--- src/rtl/vga_timing_gen.sv ---
// VGA raster timing: pixel-enable divider, h/v position counters, registered blank and syncs.
// Define VGA_TIMING_FRAME_TICK_EN to add the frame_tick / frame_count outputs.
module vga_timing_gen #(
   parameter int H_VISIBLE = 640,
   parameter int H_FRONT   = 16,
   parameter int H_SYNC    = 96,
   parameter int H_BACK    = 48,
   parameter int V_VISIBLE = 480,
   parameter int V_FRONT   = 10,
   parameter int V_SYNC    = 2,
   parameter int V_BACK    = 33,
   parameter int CLK_DIV   = 2
) (
   input  logic        pixel_clk,
   input  logic        reset,
   output logic        count,
   output logic [10:0] hcounter,
   output logic [10:0] vcounter,
   output logic        blank,
   output logic        hsync,
   output logic        vsync
`ifdef VGA_TIMING_FRAME_TICK_EN
   ,
   output logic        frame_tick,
   output logic [7:0]  frame_count
`endif
);

   localparam int H_TOTAL = H_VISIBLE + H_FRONT + H_SYNC + H_BACK;
   localparam int V_TOTAL = V_VISIBLE + V_FRONT + V_SYNC + V_BACK;

   localparam logic [10:0] H_VIS        = 11'(H_VISIBLE);
   localparam logic [10:0] H_SYNC_START = 11'(H_VISIBLE + H_FRONT);
   localparam logic [10:0] H_SYNC_END   = 11'(H_VISIBLE + H_FRONT + H_SYNC);
   localparam logic [10:0] H_LAST       = 11'(H_TOTAL - 1);
   localparam logic [10:0] V_VIS        = 11'(V_VISIBLE);
   localparam logic [10:0] V_SYNC_START = 11'(V_VISIBLE + V_FRONT);
   localparam logic [10:0] V_SYNC_END   = 11'(V_VISIBLE + V_FRONT + V_SYNC);
   localparam logic [10:0] V_LAST       = 11'(V_TOTAL - 1);
   localparam logic [3:0]  DIV_LAST     = 4'(CLK_DIV - 1);

   typedef enum logic [1:0] {H_ST_ACTIVE, H_ST_FRONT, H_ST_SYNC, H_ST_BACK} h_state_t;
   typedef enum logic [1:0] {V_ST_ACTIVE, V_ST_FRONT, V_ST_SYNC, V_ST_BACK} v_state_t;

   logic [3:0]  div_cnt_q, div_cnt_d;
   logic        count_q, count_d;
   logic [10:0] hcounter_q, hcounter_d;
   logic [10:0] vcounter_q, vcounter_d;
   logic        blank_q, blank_d;
   logic        hsync_q, hsync_d;
   logic        vsync_q, vsync_d;
   h_state_t    h_state_q, h_state_d;
   v_state_t    v_state_q, v_state_d;

   always_comb begin
      div_cnt_d  = (div_cnt_q == DIV_LAST) ? 4'd0 : div_cnt_q + 4'd1;
      count_d    = (div_cnt_q == DIV_LAST);
      hcounter_d = hcounter_q;
      vcounter_d = vcounter_q;
      h_state_d  = h_state_q;
      v_state_d  = v_state_q;

      // Region boundaries are detected on the next counter value so the
      // registered flags line up with the position they describe; every
      // porch and sync width is assumed to be at least one.
      if (count_q) begin
         if (hcounter_q == H_LAST) begin
            hcounter_d = 11'd0;
            vcounter_d = (vcounter_q == V_LAST) ? 11'd0 : vcounter_q + 11'd1;
            case (v_state_q)
               V_ST_ACTIVE: if (vcounter_d == V_VIS)        v_state_d = V_ST_FRONT;
               V_ST_FRONT:  if (vcounter_d == V_SYNC_START) v_state_d = V_ST_SYNC;
               V_ST_SYNC:   if (vcounter_d == V_SYNC_END)   v_state_d = V_ST_BACK;
               V_ST_BACK:   if (vcounter_d == 11'd0)        v_state_d = V_ST_ACTIVE;
               default:                                     v_state_d = V_ST_ACTIVE;
            endcase
         end else begin
            hcounter_d = hcounter_q + 11'd1;
         end
         case (h_state_q)
            H_ST_ACTIVE: if (hcounter_d == H_VIS)        h_state_d = H_ST_FRONT;
            H_ST_FRONT:  if (hcounter_d == H_SYNC_START) h_state_d = H_ST_SYNC;
            H_ST_SYNC:   if (hcounter_d == H_SYNC_END)   h_state_d = H_ST_BACK;
            H_ST_BACK:   if (hcounter_d == 11'd0)        h_state_d = H_ST_ACTIVE;
            default:                                     h_state_d = H_ST_ACTIVE;
         endcase
      end

      blank_d = (h_state_d != H_ST_ACTIVE) || (v_state_d != V_ST_ACTIVE);
      hsync_d = (h_state_d != H_ST_SYNC);
      vsync_d = (v_state_d != V_ST_SYNC);
   end

   always_ff @(posedge pixel_clk) begin
      if (reset) begin
         div_cnt_q  <= 4'd0;
         count_q    <= 1'b0;
         hcounter_q <= 11'd0;
         vcounter_q <= 11'd0;
         blank_q    <= 1'b0;
         hsync_q    <= 1'b1;
         vsync_q    <= 1'b1;
         h_state_q  <= H_ST_ACTIVE;
         v_state_q  <= V_ST_ACTIVE;
      end else begin
         div_cnt_q  <= div_cnt_d;
         count_q    <= count_d;
         hcounter_q <= hcounter_d;
         vcounter_q <= vcounter_d;
         blank_q    <= blank_d;
         hsync_q    <= hsync_d;
         vsync_q    <= vsync_d;
         h_state_q  <= h_state_d;
         v_state_q  <= v_state_d;
      end
   end

   assign count    = count_q;
   assign hcounter = hcounter_q;
   assign vcounter = vcounter_q;
   assign blank    = blank_q;
   assign hsync    = hsync_q;
   assign vsync    = vsync_q;

`ifdef VGA_TIMING_FRAME_TICK_EN
   logic       frame_tick_q, frame_tick_d;
   logic [7:0] frame_count_q, frame_count_d;

   // The tick is registered from next-cycle values so it coincides with the
   // last pixel's count strobe rather than trailing it.
   always_comb begin
      frame_tick_d  = count_d && (hcounter_d == H_LAST) && (vcounter_d == V_LAST);
      frame_count_d = frame_tick_q ? frame_count_q + 8'd1 : frame_count_q;
   end

   always_ff @(posedge pixel_clk) begin
      if (reset) begin
         frame_tick_q  <= 1'b0;
         frame_count_q <= 8'd0;
      end else begin
         frame_tick_q  <= frame_tick_d;
         frame_count_q <= frame_count_d;
      end
   end

   assign frame_tick  = frame_tick_q;
   assign frame_count = frame_count_q;
`endif

endmodule
--- config.mk ---
export PLATFORM = sky130hd
export DESIGN_NAME = vga_timing_gen
export DESIGN_NICKNAME = d
export VERILOG_FILES = /design/src/rtl/vga_timing_gen.sv
export SDC_FILE = /design/constraint.sdc
export NUM_CORES = 1
export LEC_CHECK = 0
export CAP_MARGIN = 20
export CORE_UTILIZATION = 29
export CTS_BUF_LIST = sky130_fd_sc_hd__clkbuf_4 sky130_fd_sc_hd__clkbuf_8
export CTS_CLUSTER_DIAMETER = 80
export DETAILED_ROUTE_END_ITERATION = 10
export DONT_BUFFER_PORTS = 1
export SYNTH_ARGS = -nofsm -noshare
export SYNTH_HDL_FRONTEND = slang
export SYNTH_SLANG_ARGS = --single-unit
export TNS_END_PERCENT = 50
--- constraint.sdc ---
create_clock -name pixel_clk -period 4.43 [get_ports pixel_clk]
set_clock_uncertainty 0.2 [all_clocks]
set_input_delay 0.886 -clock pixel_clk [delete_from_list [all_inputs] [get_ports pixel_clk]]
set_output_delay 0.886 -clock pixel_clk [all_outputs]
set_load 0.01 [all_outputs]
== After elaboration in Yosys (flattened, before gate mapping) ==
Index checks and enable logic that the tools add are counted.

* $add $sub $neg: 3
* Eq/ne operators: 17
* Mux-type cells: 16
* Reductions and logical operators: 9

{| class="wikitable"
|+ Operators with widths
! cell !! count
|-
| $eq A11 B10 Y1 const B || 5
|-
| $eq A11 B9 Y1 const B || 3
|-
| $mux W11 || 3
|-
| $add A11 B1 Y11 const B || 2
|-
| $logic_not A11 Y1 || 2
|-
| $mux W2 || 11
|-
| $pmux W2 S4 || 2
|-
| $eq A2 B2 Y1 const B || 4
|-
| $add A4 B1 Y4 const B || 1
|-
| $eq A2 B1 Y1 const B || 2
|-
| $eq A4 B1 Y1 const B || 1
|-
| $logic_not A2 Y1 || 2
|-
| $ne A2 B2 Y1 const B || 2
|-
| $reduce_bool A2 Y1 || 2
|-
| $reduce_and A2 Y1 || 1
|-
| $reduce_or A2 Y1 || 1
|-
| $logic_or A1 B1 Y1 || 1
|}

* Register bits: 34
* Word-level logic and storage cells: 54

== Depth between registers and ports, before layout ==
* Depth after elaboration: 9
* Mapped depth: 11

== Worst setup path after synthesis ==
OpenSTA, ideal clock, no wires.

* Path type: register to register
* From: register vcounter_q[0], in the netlist vcounter[0]
* To: register blank_q, in the netlist blank
* Data arrival time: 2.613 ns
* Slack: 1.484 ns
* Stages on the path, launching flop included: 12
* Buffers on the path: 2
* Cell sequence: dfxtp_1 -> clkbuf_1 -> inv_1 -> ha_1 -> nor4bb_1 -> and4_1 -> clkbuf_1 -> a21oi_1 -> or4_4 -> or4_4 -> nand3_2 -> a31oi_1

* Cells in the longest elaborated chain, start to end: 9
* Elaborated cells between the ends (all ways): 16
* Those cells by class: 1 x add/sub; 4 x eq/ne; 8 x mux; 3 x reduce/logical

{| class="wikitable"
|+ RTL lines
! what !! line !! RTL
|-
| from (decl) || 48 || <nowiki>logic [10:0] vcounter_q, vcounter_d;</nowiki>
|-
| from (signal assigned) || 109 || <nowiki>vcounter_q <= vcounter_d;</nowiki>
|-
| $add A11 B1 Y11 / $eq A11 B10 Y1 (equally long branches) || 69 || <nowiki>vcounter_d = (vcounter_q == V_LAST) ? 11'd0 : vcounter_q + 11'd1;</nowiki>
|-
| $mux W11 * || 69 ||
|-
| $eq A11 B9 Y1, or another cell as far along || 73 || <nowiki>V_ST_SYNC: if (vcounter_d == V_SYNC_END) v_state_d = V_ST_BACK;</nowiki>
|-
| $mux W2 (on tied branches) || n/a ||
|-
| $pmux W2 S4 * || 70 || <nowiki>case (v_state_q)</nowiki>
|-
| $mux W2 * || 67 || <nowiki>if (hcounter_q == H_LAST) begin</nowiki>
|-
| $mux W2 * || 66 || <nowiki>if (count_q) begin</nowiki>
|-
| $reduce_bool A2 Y1 * || 89 || <nowiki>blank_d = (h_state_d != H_ST_ACTIVE) || (v_state_d != V_ST_ACTIVE);</nowiki>
|-
| $logic_or A1 B1 Y1 * || 89 ||
|-
| to (signal assigned) || 110 || <nowiki>blank_q <= blank_d;</nowiki>
|-
| to (decl) || 49 || <nowiki>logic blank_q, blank_d;</nowiki>
|}

Mark *: on every way between the ends. The rest lies on a longest branch, timed or not.
A chain may end at the register's enable or synchronous reset.

== Worst setup path in the final report ==
* From: register vcounter_q[1], in the netlist vcounter[1]
* To: register blank_q, in the netlist blank

The elaborated chain is that of the path after synthesis.

==> qor.log <==
[run_status] status finished clean
[timing] max-slew violations 0
[worst_setup_path] Crit path required time 4.41 ns
[drt] count of routing violations after the opening detailed-route iteration 74
[finish] fraction of final layout cells with drive strength greater than 1 6.92%
[worst_setup_path] category of the critical setup timing path reg -> reg
[cts] Root Buffer clkbuf_8
[finish] synth-to-layout area growth 5.79%
[finish] NumNets Final 266
[cts] hold-fix buffer count after cts 0
[worst_setup_path] r2r worst-path depth 7
[drt] Residual DRC 0
[cts] number of buffers on the longest clock path 2
[yosys] share of the yosys chip area belonging to registers 32.1%
[cts] Post-CTS Setup Inserts 0
[floorplan] floorplan die width 87.5 µm
[cts] CTS tree yes
[yosys] share of the synthesized area in the top cell type 32.1%
[yosys] Post-Synth Adder-Cell Area 2.95%
[worst_setup_path] element type at the critical path start flop
[cts] total number of clock tree sinks 34
[min_path] classification of the worst-slack hold path reg -> reg
[drt] via density per instance 5.28
[grt] vias in the first global route 1,713
[job] number of max-capacitance violations reported 0
[timing] time the worst path needs with I/O delays and setup 3.06 ns
[finish] antenna diode instance count 0
[placement] worst setup slack after placement 1.39 ns
[yosys] Post-Synthesis Net Count 280
[power] post-layout total power 600 µW
[timing] unrepaired setup endpoints after global routing false
[timing] Worst Hold Slack 0.311 ns
[yosys] most area-consuming cells after synthesis dfxtp_1, nor2_1, xor2_1
[placement] total half-perimeter wirelength after legalization and detailed placement 3410 µm
[drt] number of vias in the routed layout 1,879
[yosys] xor/xnor cell area share of the yosys netlist 6.62%
[yosys] share of synthesized area spent on multiplexers 2.89%
[worst_setup_path] R2R Path Start vcounter[1]$_SDFFE_PP0P_
[timing] relative slew slack 44.4%
[yosys] biggest area consumer among synthesized cells dfxtp_1
[cts] cts repair resizes 0
[grt] number of antenna violations at the first check in global routing 0
[placement] Port Buffer Count 0
[grt] first-pass GRT wire length 8420 µm
[timing] maximum clock frequency 327 MHz
[drt] first drt pass iteration count 4
[cts] H-tree depth 2
[yosys] most numerous cell types in the synthesized netlist dfxtp_1, nor2_1, nand2_1
[yosys] Mapped Avg Cell Area 7.76 µm²
[cts] number of buffers added by the clock tree synthesis step 5
[timing] share of the cycle needed by the critical path after routing 69.0%
[drt] WL per Instance 13.8 µm
[timing] post-layout worst setup margin 1.37 ns
[floorplan] DIE AREA 0.00765 mm²
[yosys] simple-gate area share of the yosys netlist 34.2%
[worst_setup_path] endpoint arrival time on the critical path 3.04 ns
[grt] fraction of met1 tracks used by global routing 17.9%
[drt] antenna violation net count after detailed routing 0
[yosys] fraction of the mapped netlist area in compound gates 14.9%
[yosys] warnings from Yosys 0
[yosys] dominant combinational cell family by area after synthesis simple AND/OR/NAND/NOR gates
[min_path] worst hold path stage count 1
[worst_setup_path] launching element of the worst setup path vcounter[1]$_SDFFE_PP0P_
[grt] met2 GRT Util 22.1%
[floorplan] number of primary I/O pins 28
[grt] routing usage on met3 5.50%
[cts] worst-skew pair later-pin latency 0.30 ns
[drt] Routed Wire Length 4910 µm
[yosys] gate count of the mapped netlist 273
[grt] gr usage total 14.3%
[power] Leakage 0.000701 µW
[finish] fill cell instance count of the final layout 769
[grt] overflow left after global routing 0
[floorplan] starting utilization of the core area 30.7%
[power] Worst VDD drop 151 µV
[grt] routing layer with the top usage in global route met2
[worst_setup_path] critical path fanouts, max 16
[floorplan] number of rows created at floorplan 30
[yosys] most used standard cell by instance count after synthesis dfxtp_1
[yosys] prevailing post-synth register cell dfxtp_1
[yosys] count of distinct cell types in the synthesized netlist 49
[timing] slew at the pin closest to its max-slew limit 0.827 ns
[timing] number of endpoints with negative hold slack in the final report 0
[timing] setup TNS after final layout 0 ns
[floorplan] core area 0.00691 mm²
[min_path] start point of the worst hold path div_cnt_q[0]$_SDFF_PP0_
[yosys] async set-reset flop share out of synthesis 0%
[cts] clock-pin slew on the worst setup and hold paths 0.07 ns
[yosys] Post-Syn Area 0.00212 mm²
[power] ratio of total power to cell area 268 mW/mm²
[floorplan] die height 87.5 µm
[placement] weighted congestion at the end of routability-driven global placement 0.871
[yosys] Post-synth EDFFs 0
[worst_setup_path] critical path endpoint category flop
[yosys] Synth Register Bits 34
[grt] largest net degree at the start of global routing 33
[timing] total of endpoints with negative setup slack in the final report 0
sequential cells by signal, summed over array words and instances (netlist names):
signal / count
vsync: 1
v_state_q: 2
div_cnt_q: 4
h_state_q: 2
hcounter: 11
count: 1
blank: 1
vcounter: 11
hsync: 1
cells by family (layout without fill, tap and decap cells):
logic type      after synthesis  in the layout
mux                           6              6
xor+xnor                     16             16
fa+ha+maj                     5              5
compound gates               48             48
flops                        34             34
simple gates                134            134
buf+inv                      30             17
worst max-delay path: stages (launching register included):
cell	delay, ns
dfxtp_1	0.59
ha_1	0.58
nand4_1	0.25
xnor2_1	0.22
or4_4	0.51
or4_4	0.42
nand3_2	0.10
a31oi_1	0.07
cell usage in the layout (no fill, tap or decap), types with 2 or more instances in the layout:
cell type | Yosys | final
or4_4 | 3 | 3
mux2i_1 | 5 | 5
and4_1 | 4 | 4
dfxtp_1 | 34 | 34
nand4_1 | 8 | 8
a21oi_1 | 14 | 14
inv_1 | 7 | 7
buf_4 | 3 | 2
o21ai_0 | 10 | 10
ha_1 | 5 | 5
nor3_1 | 15 | 15
nand3_1 | 16 | 16
a31oi_1 | 7 | 7
and3_1 | 4 | 4
nand4b_1 | 2 | 2
o211ai_1 | 2 | 2
nand3b_1 | 3 | 3
xor2_1 | 10 | 10
o31a_1 | 3 | 3
or3_1 | 4 | 4
nor2_1 | 32 | 32
nor4_1 | 7 | 7
nor3b_1 | 2 | 2
xnor2_1 | 6 | 6
nor2b_1 | 2 | 2
clkbuf_8 | 0 | 6
nand2b_1 | 5 | 5
nand2_1 | 20 | 20
a211oi_1 | 2 | 2
stage by stage:
stage	instance area, µm²	util, %	instances
floorplan	2120	-	273
global placement	2150	31.1	348
detailed placement	2150	31.1	348
CTS	2240	32.4	356
global route	2240	32.4	356
finish	2240	32.4	356
final cells by class:
| class | instances | area, µm² | share of cell area, % |
|---|---|---|---|
| Multi-Input combinational cell | 209 | 1300 | 58.2 |
| Sequential cell | 34 | 681 | 30.4 |
| Tap cell | 96 | 120 | 5.36 |
| Clock buffer | 6 | 82.6 | 3.69 |
| Inverter | 7 | 26.3 | 1.17 |
| Timing Repair Buffer | 2 | 15.0 | 0.670 |
| Clock inverter | 2 | 12.5 | 0.558 |
layer usage:
layer | share of wire, % | vias to the layer above
li1 | - | 960
met1 | 46 | 863
met2 | 46 | 52
met3 | 6.6 | 4
met4 | 0.90 | 0
met5 | 0 | -
power breakdown:
part / total (µW) / switching, µW / internal, µW
Combinational: 26.9 / 15.1 / 11.9
Sequential: 324 / 9.81 / 314
Clock: 249 / 124 / 125
Total: 600 / 149 / 451
final timing paths:
check,slack (ns),end
worst max register to register,1.37,blank$_SDFF_PP0_
worst min register to register,0.31,div_cnt_q[0]$_SDFF_PP0_
worst min-delay path,0.31,div_cnt_q[0]$_SDFF_PP0_
worst max-delay path,1.37,blank$_SDFF_PP0_
(Power assumes the default switching activity.)
